### src/rtl/ika2151_acc_sched_if.sv
// ika2151_acc_sched_if: control inputs and slot/strobe outputs of the accumulator sequencer
interface ika2151_acc_sched_if;
  logic       phi1_ncen_n;
  logic       cycle_sync;
  logic       wr;
  logic [2:0] wr_ch;
  logic [1:0] wr_rl;
  logic [2:0] wr_connect;
  logic       ne_wr;
  logic       ne_data;
  logic       cycle_12;
  logic       cycle_29;
  logic       cycle_00_16;
  logic       cycle_06_22;
  logic       cycle_01_to_16;
  logic       acc_sndadd;
  logic [1:0] rl;
  logic       ne;
  logic [4:0] slot;
  modport master (
    output phi1_ncen_n, cycle_sync, wr, wr_ch, wr_rl, wr_connect, ne_wr, ne_data,
    input  cycle_12, cycle_29, cycle_00_16, cycle_06_22, cycle_01_to_16, acc_sndadd, rl, ne, slot
  );
  modport slave (
    input  phi1_ncen_n, cycle_sync, wr, wr_ch, wr_rl, wr_connect, ne_wr, ne_data,
    output cycle_12, cycle_29, cycle_00_16, cycle_06_22, cycle_01_to_16, acc_sndadd, rl, ne, slot
  );
endinterface

### src/rtl/ika2151_acc_sched.sv
// ika2151_acc_sched: 32-slot sequencer, timing strobes and double-buffered channel config for the R/L accumulator
module ika2151_acc_sched #(
  parameter int ADD_DLY = 13
) (
  input logic emuclk,
  input logic mrst,
  ika2151_acc_sched_if.slave bus
);
  logic [4:0] cnt, nxt, ds;
  logic [7:0][1:0] rl_sh, rl_act;
  logic [7:0][2:0] con_sh, con_act;
  logic [7:0] pend, wr_hot;
  logic ne_sh, ne_act, ne_pend, commit;
  logic [2:0] con;
  logic [3:0] mask;
  always_comb begin
    nxt = bus.cycle_sync ? 5'd0 : cnt + 5'd1;
    ds = nxt - 5'(ADD_DLY);
    con = con_act[ds[2:0]];
    mask = con == 3'd7 ? 4'b1111 : con >= 3'd5 ? 4'b1110 : con == 3'd4 ? 4'b1100 : 4'b1000;
    commit = ds == 5'd31;
    wr_hot = bus.wr ? 8'd1 << bus.wr_ch : 8'd0;
  end
  // outputs use the pre-commit active config; new config shows from the next slot 0
  always_ff @(posedge emuclk) begin
    if (mrst) begin
      cnt <= 5'd31;
      rl_sh <= '0;
      rl_act <= '0;
      con_sh <= '0;
      con_act <= '0;
      pend <= '0;
      ne_sh <= 1'b0;
      ne_act <= 1'b0;
      ne_pend <= 1'b0;
      bus.cycle_12 <= 1'b0;
      bus.cycle_29 <= 1'b0;
      bus.cycle_00_16 <= 1'b0;
      bus.cycle_06_22 <= 1'b0;
      bus.cycle_01_to_16 <= 1'b0;
      bus.acc_sndadd <= 1'b0;
      bus.rl <= 2'b00;
      bus.ne <= 1'b0;
      bus.slot <= 5'd0;
    end else if (!bus.phi1_ncen_n) begin
      cnt <= nxt;
      bus.cycle_12 <= nxt == 5'd12;
      bus.cycle_29 <= nxt == 5'd29;
      bus.cycle_00_16 <= nxt[3:0] == 4'd0;
      bus.cycle_06_22 <= nxt[3:0] == 4'd6;
      bus.cycle_01_to_16 <= nxt >= 5'd1 && nxt <= 5'd16;
      bus.acc_sndadd <= mask[ds[4:3]];
      bus.rl <= rl_act[ds[2:0]];
      bus.ne <= ne_act;
      bus.slot <= ds;
      if (bus.wr) begin
        rl_sh[bus.wr_ch] <= bus.wr_rl;
        con_sh[bus.wr_ch] <= bus.wr_connect;
      end
      if (bus.ne_wr) ne_sh <= bus.ne_data;
      pend <= (commit ? 8'd0 : pend) | wr_hot;
      ne_pend <= (ne_pend & ~commit) | bus.ne_wr;
      if (commit && ne_pend) ne_act <= ne_sh;
      for (int i = 0; i < 8; i++)
        if (commit && pend[i]) begin
          rl_act[i] <= rl_sh[i];
          con_act[i] <= con_sh[i];
        end
    end
  end
endmodule
### src/flat_wrapper.sv
// flat-port wrapper written by rule: the top's interface ports become plain ports
module ika2151_acc_sched_flat 
#(
  parameter int ADD_DLY = 13
)
  (emuclk, mrst, bus_phi1_ncen_n, bus_cycle_sync, bus_wr, bus_wr_ch, bus_wr_rl, bus_wr_connect, bus_ne_wr, bus_ne_data, bus_cycle_12, bus_cycle_29, bus_cycle_00_16, bus_cycle_06_22, bus_cycle_01_to_16, bus_acc_sndadd, bus_rl, bus_ne, bus_slot);
  ika2151_acc_sched_if bus_i ();
  input logic emuclk;
  input logic mrst;
  input wire logic [$bits(bus_i.phi1_ncen_n)-1:0] bus_phi1_ncen_n;
  input wire logic [$bits(bus_i.cycle_sync)-1:0] bus_cycle_sync;
  input wire logic [$bits(bus_i.wr)-1:0] bus_wr;
  input wire logic [$bits(bus_i.wr_ch)-1:0] bus_wr_ch;
  input wire logic [$bits(bus_i.wr_rl)-1:0] bus_wr_rl;
  input wire logic [$bits(bus_i.wr_connect)-1:0] bus_wr_connect;
  input wire logic [$bits(bus_i.ne_wr)-1:0] bus_ne_wr;
  input wire logic [$bits(bus_i.ne_data)-1:0] bus_ne_data;
  output wire logic [$bits(bus_i.cycle_12)-1:0] bus_cycle_12;
  output wire logic [$bits(bus_i.cycle_29)-1:0] bus_cycle_29;
  output wire logic [$bits(bus_i.cycle_00_16)-1:0] bus_cycle_00_16;
  output wire logic [$bits(bus_i.cycle_06_22)-1:0] bus_cycle_06_22;
  output wire logic [$bits(bus_i.cycle_01_to_16)-1:0] bus_cycle_01_to_16;
  output wire logic [$bits(bus_i.acc_sndadd)-1:0] bus_acc_sndadd;
  output wire logic [$bits(bus_i.rl)-1:0] bus_rl;
  output wire logic [$bits(bus_i.ne)-1:0] bus_ne;
  output wire logic [$bits(bus_i.slot)-1:0] bus_slot;
  assign bus_i.phi1_ncen_n = bus_phi1_ncen_n;
  assign bus_i.cycle_sync = bus_cycle_sync;
  assign bus_i.wr = bus_wr;
  assign bus_i.wr_ch = bus_wr_ch;
  assign bus_i.wr_rl = bus_wr_rl;
  assign bus_i.wr_connect = bus_wr_connect;
  assign bus_i.ne_wr = bus_ne_wr;
  assign bus_i.ne_data = bus_ne_data;
  assign bus_cycle_12 = bus_i.cycle_12;
  assign bus_cycle_29 = bus_i.cycle_29;
  assign bus_cycle_00_16 = bus_i.cycle_00_16;
  assign bus_cycle_06_22 = bus_i.cycle_06_22;
  assign bus_cycle_01_to_16 = bus_i.cycle_01_to_16;
  assign bus_acc_sndadd = bus_i.acc_sndadd;
  assign bus_rl = bus_i.rl;
  assign bus_ne = bus_i.ne;
  assign bus_slot = bus_i.slot;
  ika2151_acc_sched #(.ADD_DLY(ADD_DLY)) u_core (.emuclk(emuclk), .mrst(mrst), .bus(bus_i));
endmodule
### config.mk
export PLATFORM = sky130hd
export DESIGN_NAME = ika2151_acc_sched_flat
export DESIGN_NICKNAME = d
export VERILOG_FILES = /design/src/rtl/ika2151_acc_sched_if.sv /design/src/rtl/ika2151_acc_sched.sv /design/src/flat_wrapper.sv
export SDC_FILE = /design/constraint.sdc
export NUM_CORES = 1
export LEC_CHECK = 0
export ABC_CLOCK_PERIOD_IN_PS = 2500
export CORE_MARGIN = 2
export CORE_UTILIZATION = 56
export CTS_BUF_LIST = sky130_fd_sc_hd__clkbuf_2 sky130_fd_sc_hd__clkbuf_4 sky130_fd_sc_hd__clkbuf_8
export CTS_CLUSTER_SIZE = 12
export DETAILED_ROUTE_END_ITERATION = 8
export PLACE_DENSITY = 0.82
export SETUP_SLACK_MARGIN = 0.5
export SKIP_LAST_GASP = 1
export SYNTH_ARGS = -nofsm -noshare
export SYNTH_HDL_FRONTEND = slang
export SYNTH_SLANG_ARGS = --single-unit
### constraint.sdc
create_clock -name emuclk -period 2.5 [get_ports emuclk]
set_input_delay 0.375 -clock emuclk [delete_from_list [all_inputs] [get_ports emuclk]]
set_output_delay 0.375 -clock emuclk [all_outputs]
set_load 0.01 [all_outputs]
==> metrics.txt <==
# TYPE chip_impl_metric gauge
chip_impl_info{name="status",value="finished, final reports clean"} 1
chip_impl_metric{name="yosysSeqAreaShare",unit="%"} 42.3
chip_impl_info{name="clock_tree_from_tritoncts",value="done"} 1
chip_impl_metric{name="max_stage_delay",unit="ps"} 380
chip_impl_metric{name="cts.htree.levels",unit=""} 3
chip_impl_metric{name="cts_clk_pin_slew_worst_paths",unit="ps"} 100
chip_impl_metric{name="drt-pass1-iter-count",unit=""} 4
chip_impl_metric{name="worstMarginPinSlew",unit="ps"} 589
chip_impl_metric{name="hold_path_depth",unit=""} 2
chip_impl_metric{name="final_cell_count_no_fill",unit=""} 707
chip_impl_metric{name="r2r_setup_slack",unit="ps"} 320
chip_impl_metric{name="report.final.hold_viol_count",unit=""} 0
chip_impl_metric{name="critical_path_arrival",unit="ps"} 2450
chip_impl_metric{name="detailedRoute.firstIterationViolations",unit=""} 240
chip_impl_metric{name="grt_pass1_vias",unit=""} 3912
chip_impl_metric{name="grt_max_degree",unit=""} 68
chip_impl_metric{name="syn_inst",unit=""} 541
chip_impl_metric{name="placeableCoreArea",unit="sq um"} 9110
chip_impl_metric{name="area.growth.synth_to_final",unit="%"} 19.6
chip_impl_metric{name="worstSkewPairLatency",unit="ps"} 380
chip_impl_metric{name="slew_headroom",unit="%"} 60.7
chip_impl_metric{name="post-dp-hpwl",unit="mm"} 8.20
chip_impl_info{name="startpoint_type",value="flop"} 1
chip_impl_metric{name="total_routing_resource_utilization_after_global_routing",unit="%"} 25.0
chip_impl_metric{name="max-clock-path-buffers",unit=""} 2
chip_impl_metric{name="final_max_slew_viol_count",unit=""} 0
chip_impl_metric{name="setup_ws",unit="ps"} 323
chip_impl_info{name="worstPathCellList",value="ha_4, nand2b_4, ha_4, buf_6, mux4_2, maj3_2, mux2i_1, a21oi_1"} 1
chip_impl_metric{name="routed_via_density",unit=""} 5.54
chip_impl_metric{name="area.sequential",unit="sq um"} 2210
chip_impl_metric{name="multiInputGateArea",unit="sq um"} 2910
chip_impl_metric{name="drt_drc_violations_left",unit=""} 0
chip_impl_info{name="grt_setup_unrepaired",value="yes"} 1
chip_impl_metric{name="met3_wirelength",unit="um"} 521
chip_impl_metric{name="place_inst",unit=""} 677
chip_impl_metric{name="grt_pass1_wl",unit="mm"} 19.4
chip_impl_info{name="critical_path.reg2reg.endpoint",value="u_core.bus.acc_sndadd"} 1
chip_impl_metric{name="post_cts_hold_buffer_count",unit=""} 0
chip_impl_metric{name="critPathMaxFanout",unit=""} 8
chip_impl_metric{name="detail_route.wl_per_cell",unit="um"} 16.4
chip_impl_info{name="cp-end-kind",value="flop"} 1
chip_impl_metric{name="total_leakage_power",unit="nW"} 2.31
chip_impl_metric{name="clock-skew-final",unit="ps"} 11.3
chip_impl_metric{name="synth-edff-count",unit=""} 0
chip_impl_metric{name="dr_total_vias",unit=""} 3914
chip_impl_metric{name="drv.max_cap_violation_count",unit=""} 0
chip_impl_metric{name="dpl-instance-area",unit="sq um"} 5870
chip_impl_metric{name="layout_min_cycle_time",unit="ps"} 2180
chip_impl_metric{name="finalSetupViolCount",unit=""} 0
chip_impl_info{name="holdPathEnd",value="u_core.rl_sh[0]"} 1
chip_impl_metric{name="m1WireLength",unit="mm"} 5.00
chip_impl_metric{name="synth_cell_types",unit=""} 49
chip_impl_metric{name="buffer_ports.inserted",unit=""} 28
chip_impl_metric{name="chipHeight",unit="um"} 100
chip_impl_info{name="synthFlopType",value="sky130_fd_sc_hd__dfxtp_1"} 1
chip_impl_metric{name="netlist_area",unit="sq um"} 5210
chip_impl_metric{name="power_per_cell_area",unit="nW/um^2"} 557
chip_impl_metric{name="design.die.area",unit="sq um"} 10100
chip_impl_metric{name="row_count",unit=""} 35
chip_impl_metric{name="finish.utilization",unit="%"} 68.4
chip_impl_metric{name="detailedPlace.worstSlack",unit="ps"} -191
chip_impl_metric{name="diodes_inserted",unit=""} 0
chip_impl_info{name="hold_path_class",value="flop to flop"} 1
chip_impl_metric{name="i_o_pin_count",unit=""} 29
chip_impl_metric{name="antenna_violations_before_repair",unit=""} 0
chip_impl_info{name="timing.critical_path.slowest_stage_cell",value="sky130_fd_sc_hd__dfxtp_4"} 1
chip_impl_metric{name="gpl.final_weighted_congestion",unit=""} 0.887
chip_impl_metric{name="dr_wl_met2",unit="mm"} 5.80
chip_impl_info{name="ctsRootBufferMaster",value="sky130_fd_sc_hd__clkbuf_8"} 1
chip_impl_metric{name="final_nets",unit=""} 611
chip_impl_metric{name="number_of_nets_produced_by_synthesis",unit=""} 561
chip_impl_metric{name="synth_async_sr_flop_share",unit="%"} 0
chip_impl_metric{name="cts-buffers-inserted",unit=""} 9
chip_impl_info{name="most_frequent_cp_cell",value="sky130_fd_sc_hd__ha_4"} 1
chip_impl_metric{name="synth-seq-cells",unit=""} 110
chip_impl_metric{name="initial_utilization",unit="%"} 57.2
chip_impl_metric{name="synth.yosys.warnings",unit=""} 0
chip_impl_metric{name="worst-r2r-cell-count",unit=""} 8
chip_impl_info{name="critical_setup_path_kind",value="flop to flop"} 1
chip_impl_metric{name="postRouteWirelength",unit="mm"} 11.6
chip_impl_info{name="worst_r2r_startpoint",value="u_core.cnt[0]"} 1
chip_impl_metric{name="max_freq",unit="MHz"} 459
chip_impl_metric{name="layout_cell_share_with_drive_strength_beyond_1",unit="%"} 18.6
chip_impl_metric{name="clkSinkCount",unit=""} 110
chip_impl_metric{name="die_width",unit="um"} 100
chip_impl_metric{name="final_min_period_over_clock_period",unit="%"} 87.1
chip_impl_info{name="top_signal_layer_used",value="met4"} 1
chip_impl_metric{name="global_route_overflow",unit=""} 0
chip_impl_metric{name="peak_supply_drop",unit="uV"} 321
chip_impl_metric{name="timing.critical_path.required",unit="ps"} 2770
chip_impl_metric{name="antenna_left",unit=""} 0
chip_impl_info{name="hold_path_startpoint",value="u_core.rl_sh[0]"} 1
chip_impl_metric{name="avgSynthCellArea",unit="sq um"} 9.63
chip_impl_metric{name="fin_area",unit="sq um"} 6230
chip_impl_metric{name="nFillCells",unit=""} 687
[synth_stat cells, types with 3 or more instances]
master                     number  area share (%)
sky130_fd_sc_hd__mux4_2         8             3.5
sky130_fd_sc_hd__nor3_1         6            0.58
sky130_fd_sc_hd__a21oi_1       33             3.2
sky130_fd_sc_hd__nand2b_1      88              11
sky130_fd_sc_hd__o21ai_1        9            0.86
sky130_fd_sc_hd__nor3b_4        8             2.9
sky130_fd_sc_hd__ha_1           5             1.2
sky130_fd_sc_hd__mux2i_1       81              16
sky130_fd_sc_hd__buf_1          3            0.22
sky130_fd_sc_hd__dfxtp_1      110              42
sky130_fd_sc_hd__inv_1          8            0.58
sky130_fd_sc_hd__nor2b_1        3            0.36
sky130_fd_sc_hd__a211o_1        5            0.84
sky130_fd_sc_hd__nor2_1        53             3.8
sky130_fd_sc_hd__and3_1         3            0.36
sky130_fd_sc_hd__buf_2          4            0.38
sky130_fd_sc_hd__nand3_1       13             1.2
sky130_fd_sc_hd__and3b_1        3            0.50
sky130_fd_sc_hd__nand3b_1       4            0.58
sky130_fd_sc_hd__o31ai_1        3            0.43
sky130_fd_sc_hd__nand2_1       24             1.7
sky130_fd_sc_hd__clkbuf_1      31             2.2
[kinds of logic (layout without fill, tap and decap cells)]
family,after synthesis,count (layout),synth area share (%)
buffers and inverters,51,106,4.20
adders and majority gates,7,7,1.59
DFF,110,110,42.3
and+or+nand+nor,219,219,24.8
AOI/OAI and AO/OA,57,57,6.39
muxes,91,91,19.5
xor gates and xnor gates,6,6,1.30
[worst max path at each step]
stage | startpoint | end | slack (ps) | depth (start not counted)
floorplan | bus_cycle_sync | u_core.ne_act | 400 | 10
global placement | bus_cycle_sync | u_core.bus.acc_sndadd | -120 | 8
detailed placement | bus_cycle_sync | u_core.bus.rl[0] | -190 | 10
CTS | u_core.cnt[0] | u_core.bus.acc_sndadd | 330 | 8
global route | u_core.cnt[1] | u_core.con_act[19] | 240 | 8
finish | u_core.cnt[0] | u_core.bus.acc_sndadd | 320 | 8
[timing repair]
action                                 CTS  global route
endpoints found under the hold margin    0             0
pin swaps                                8             2
buffers inserted                        14             0
setup endpoints to repair               53            53
gates resized for setup                 12             4
[sequential cells by signal (all words and copies together), names as in the netlist]
register,flops
u_core.con_act,24
u_core.con_sh,24
u_core.rl_act,16
u_core.rl_sh,16
u_core.pend,8
u_core.bus.slot,5
u_core.cnt,5
u_core.bus.rl,2
u_core.bus.acc_sndadd,1
u_core.bus.cycle_00_16,1
u_core.bus.cycle_01_to_16,1
u_core.bus.cycle_06_22,1
u_core.bus.cycle_12,1
u_core.bus.cycle_29,1
u_core.bus.ne,1
u_core.ne_act,1
u_core.ne_pend,1
u_core.ne_sh,1
[where the power goes]
group	internal (mW)	leakage (nW)	switching, mW
sequential	1.79	0.891	0.0282
clock	0.407	0.0936	0.629
combinational	0.306	1.33	0.311
[final cells by class]
class                           count  share of cell area, %
Clock inverter                      6                  0.904
Timing Repair Buffer               81                   12.0
Clock buffer                       10                   2.21
Sequential cell                   110                   35.5
Inverter                            9                  0.542
Multi-Input combinational cell    380                   46.7
Tap cell                          111                   2.23
[worst max-delay path, delay by kind of cell, from the launching register on]
family / cells / cell delay, ps
buffers and inverters: 1 / 110
muxes: 2 / 460
DFF: 1 / 380
adders and majority gates: 3 / 930
AOI/OAI and AO/OA: 1 / 90
and+or+nand+nor: 1 / 80
[layer usage]
layer | track usage [%] | vias to the layer above
met2 | 42.1 | 92
li1 | - | 1926
met3 | 4.25 | 22
met1 | 31.8 | 1874
met5 | 0 | -
met4 | 10.6 | 0
[through the flow]
stage               TNS (ps)  hold slack (ps)  total power, mW
global placement       -3510              445             2.41
detailed placement     -5240              448             2.43
global route               0              489             3.60
finish                     0              461             3.47
CTS                        0              461             3.48
floorplan                  0              436             2.22
[cell usage in the layout, fill, tap and decap left out, types with 3 or more instances in the layout]
cell type,Yosys,final
sky130_fd_sc_hd__a211o_1,5,5
sky130_fd_sc_hd__a21oi_1,33,33
sky130_fd_sc_hd__and3_1,3,3
sky130_fd_sc_hd__and3b_1,3,3
sky130_fd_sc_hd__buf_12,0,5
sky130_fd_sc_hd__buf_4,2,47
sky130_fd_sc_hd__clkbuf_8,0,10
sky130_fd_sc_hd__clkdlybuf4s50_1,0,26
sky130_fd_sc_hd__dfxtp_1,110,107
sky130_fd_sc_hd__ha_4,0,3
sky130_fd_sc_hd__inv_1,8,8
sky130_fd_sc_hd__mux2i_1,81,80
sky130_fd_sc_hd__mux4_2,8,8
sky130_fd_sc_hd__nand2_1,24,24
sky130_fd_sc_hd__nand2b_1,88,87
sky130_fd_sc_hd__nand3_1,13,13
sky130_fd_sc_hd__nand3b_1,4,4
sky130_fd_sc_hd__nor2_1,53,53
sky130_fd_sc_hd__nor2b_1,3,3
sky130_fd_sc_hd__nor3_1,6,5
sky130_fd_sc_hd__nor3b_4,8,8
sky130_fd_sc_hd__o21ai_1,9,9
sky130_fd_sc_hd__o31ai_1,3,3
No activity file was read; power rests on OpenSTA's default activity.
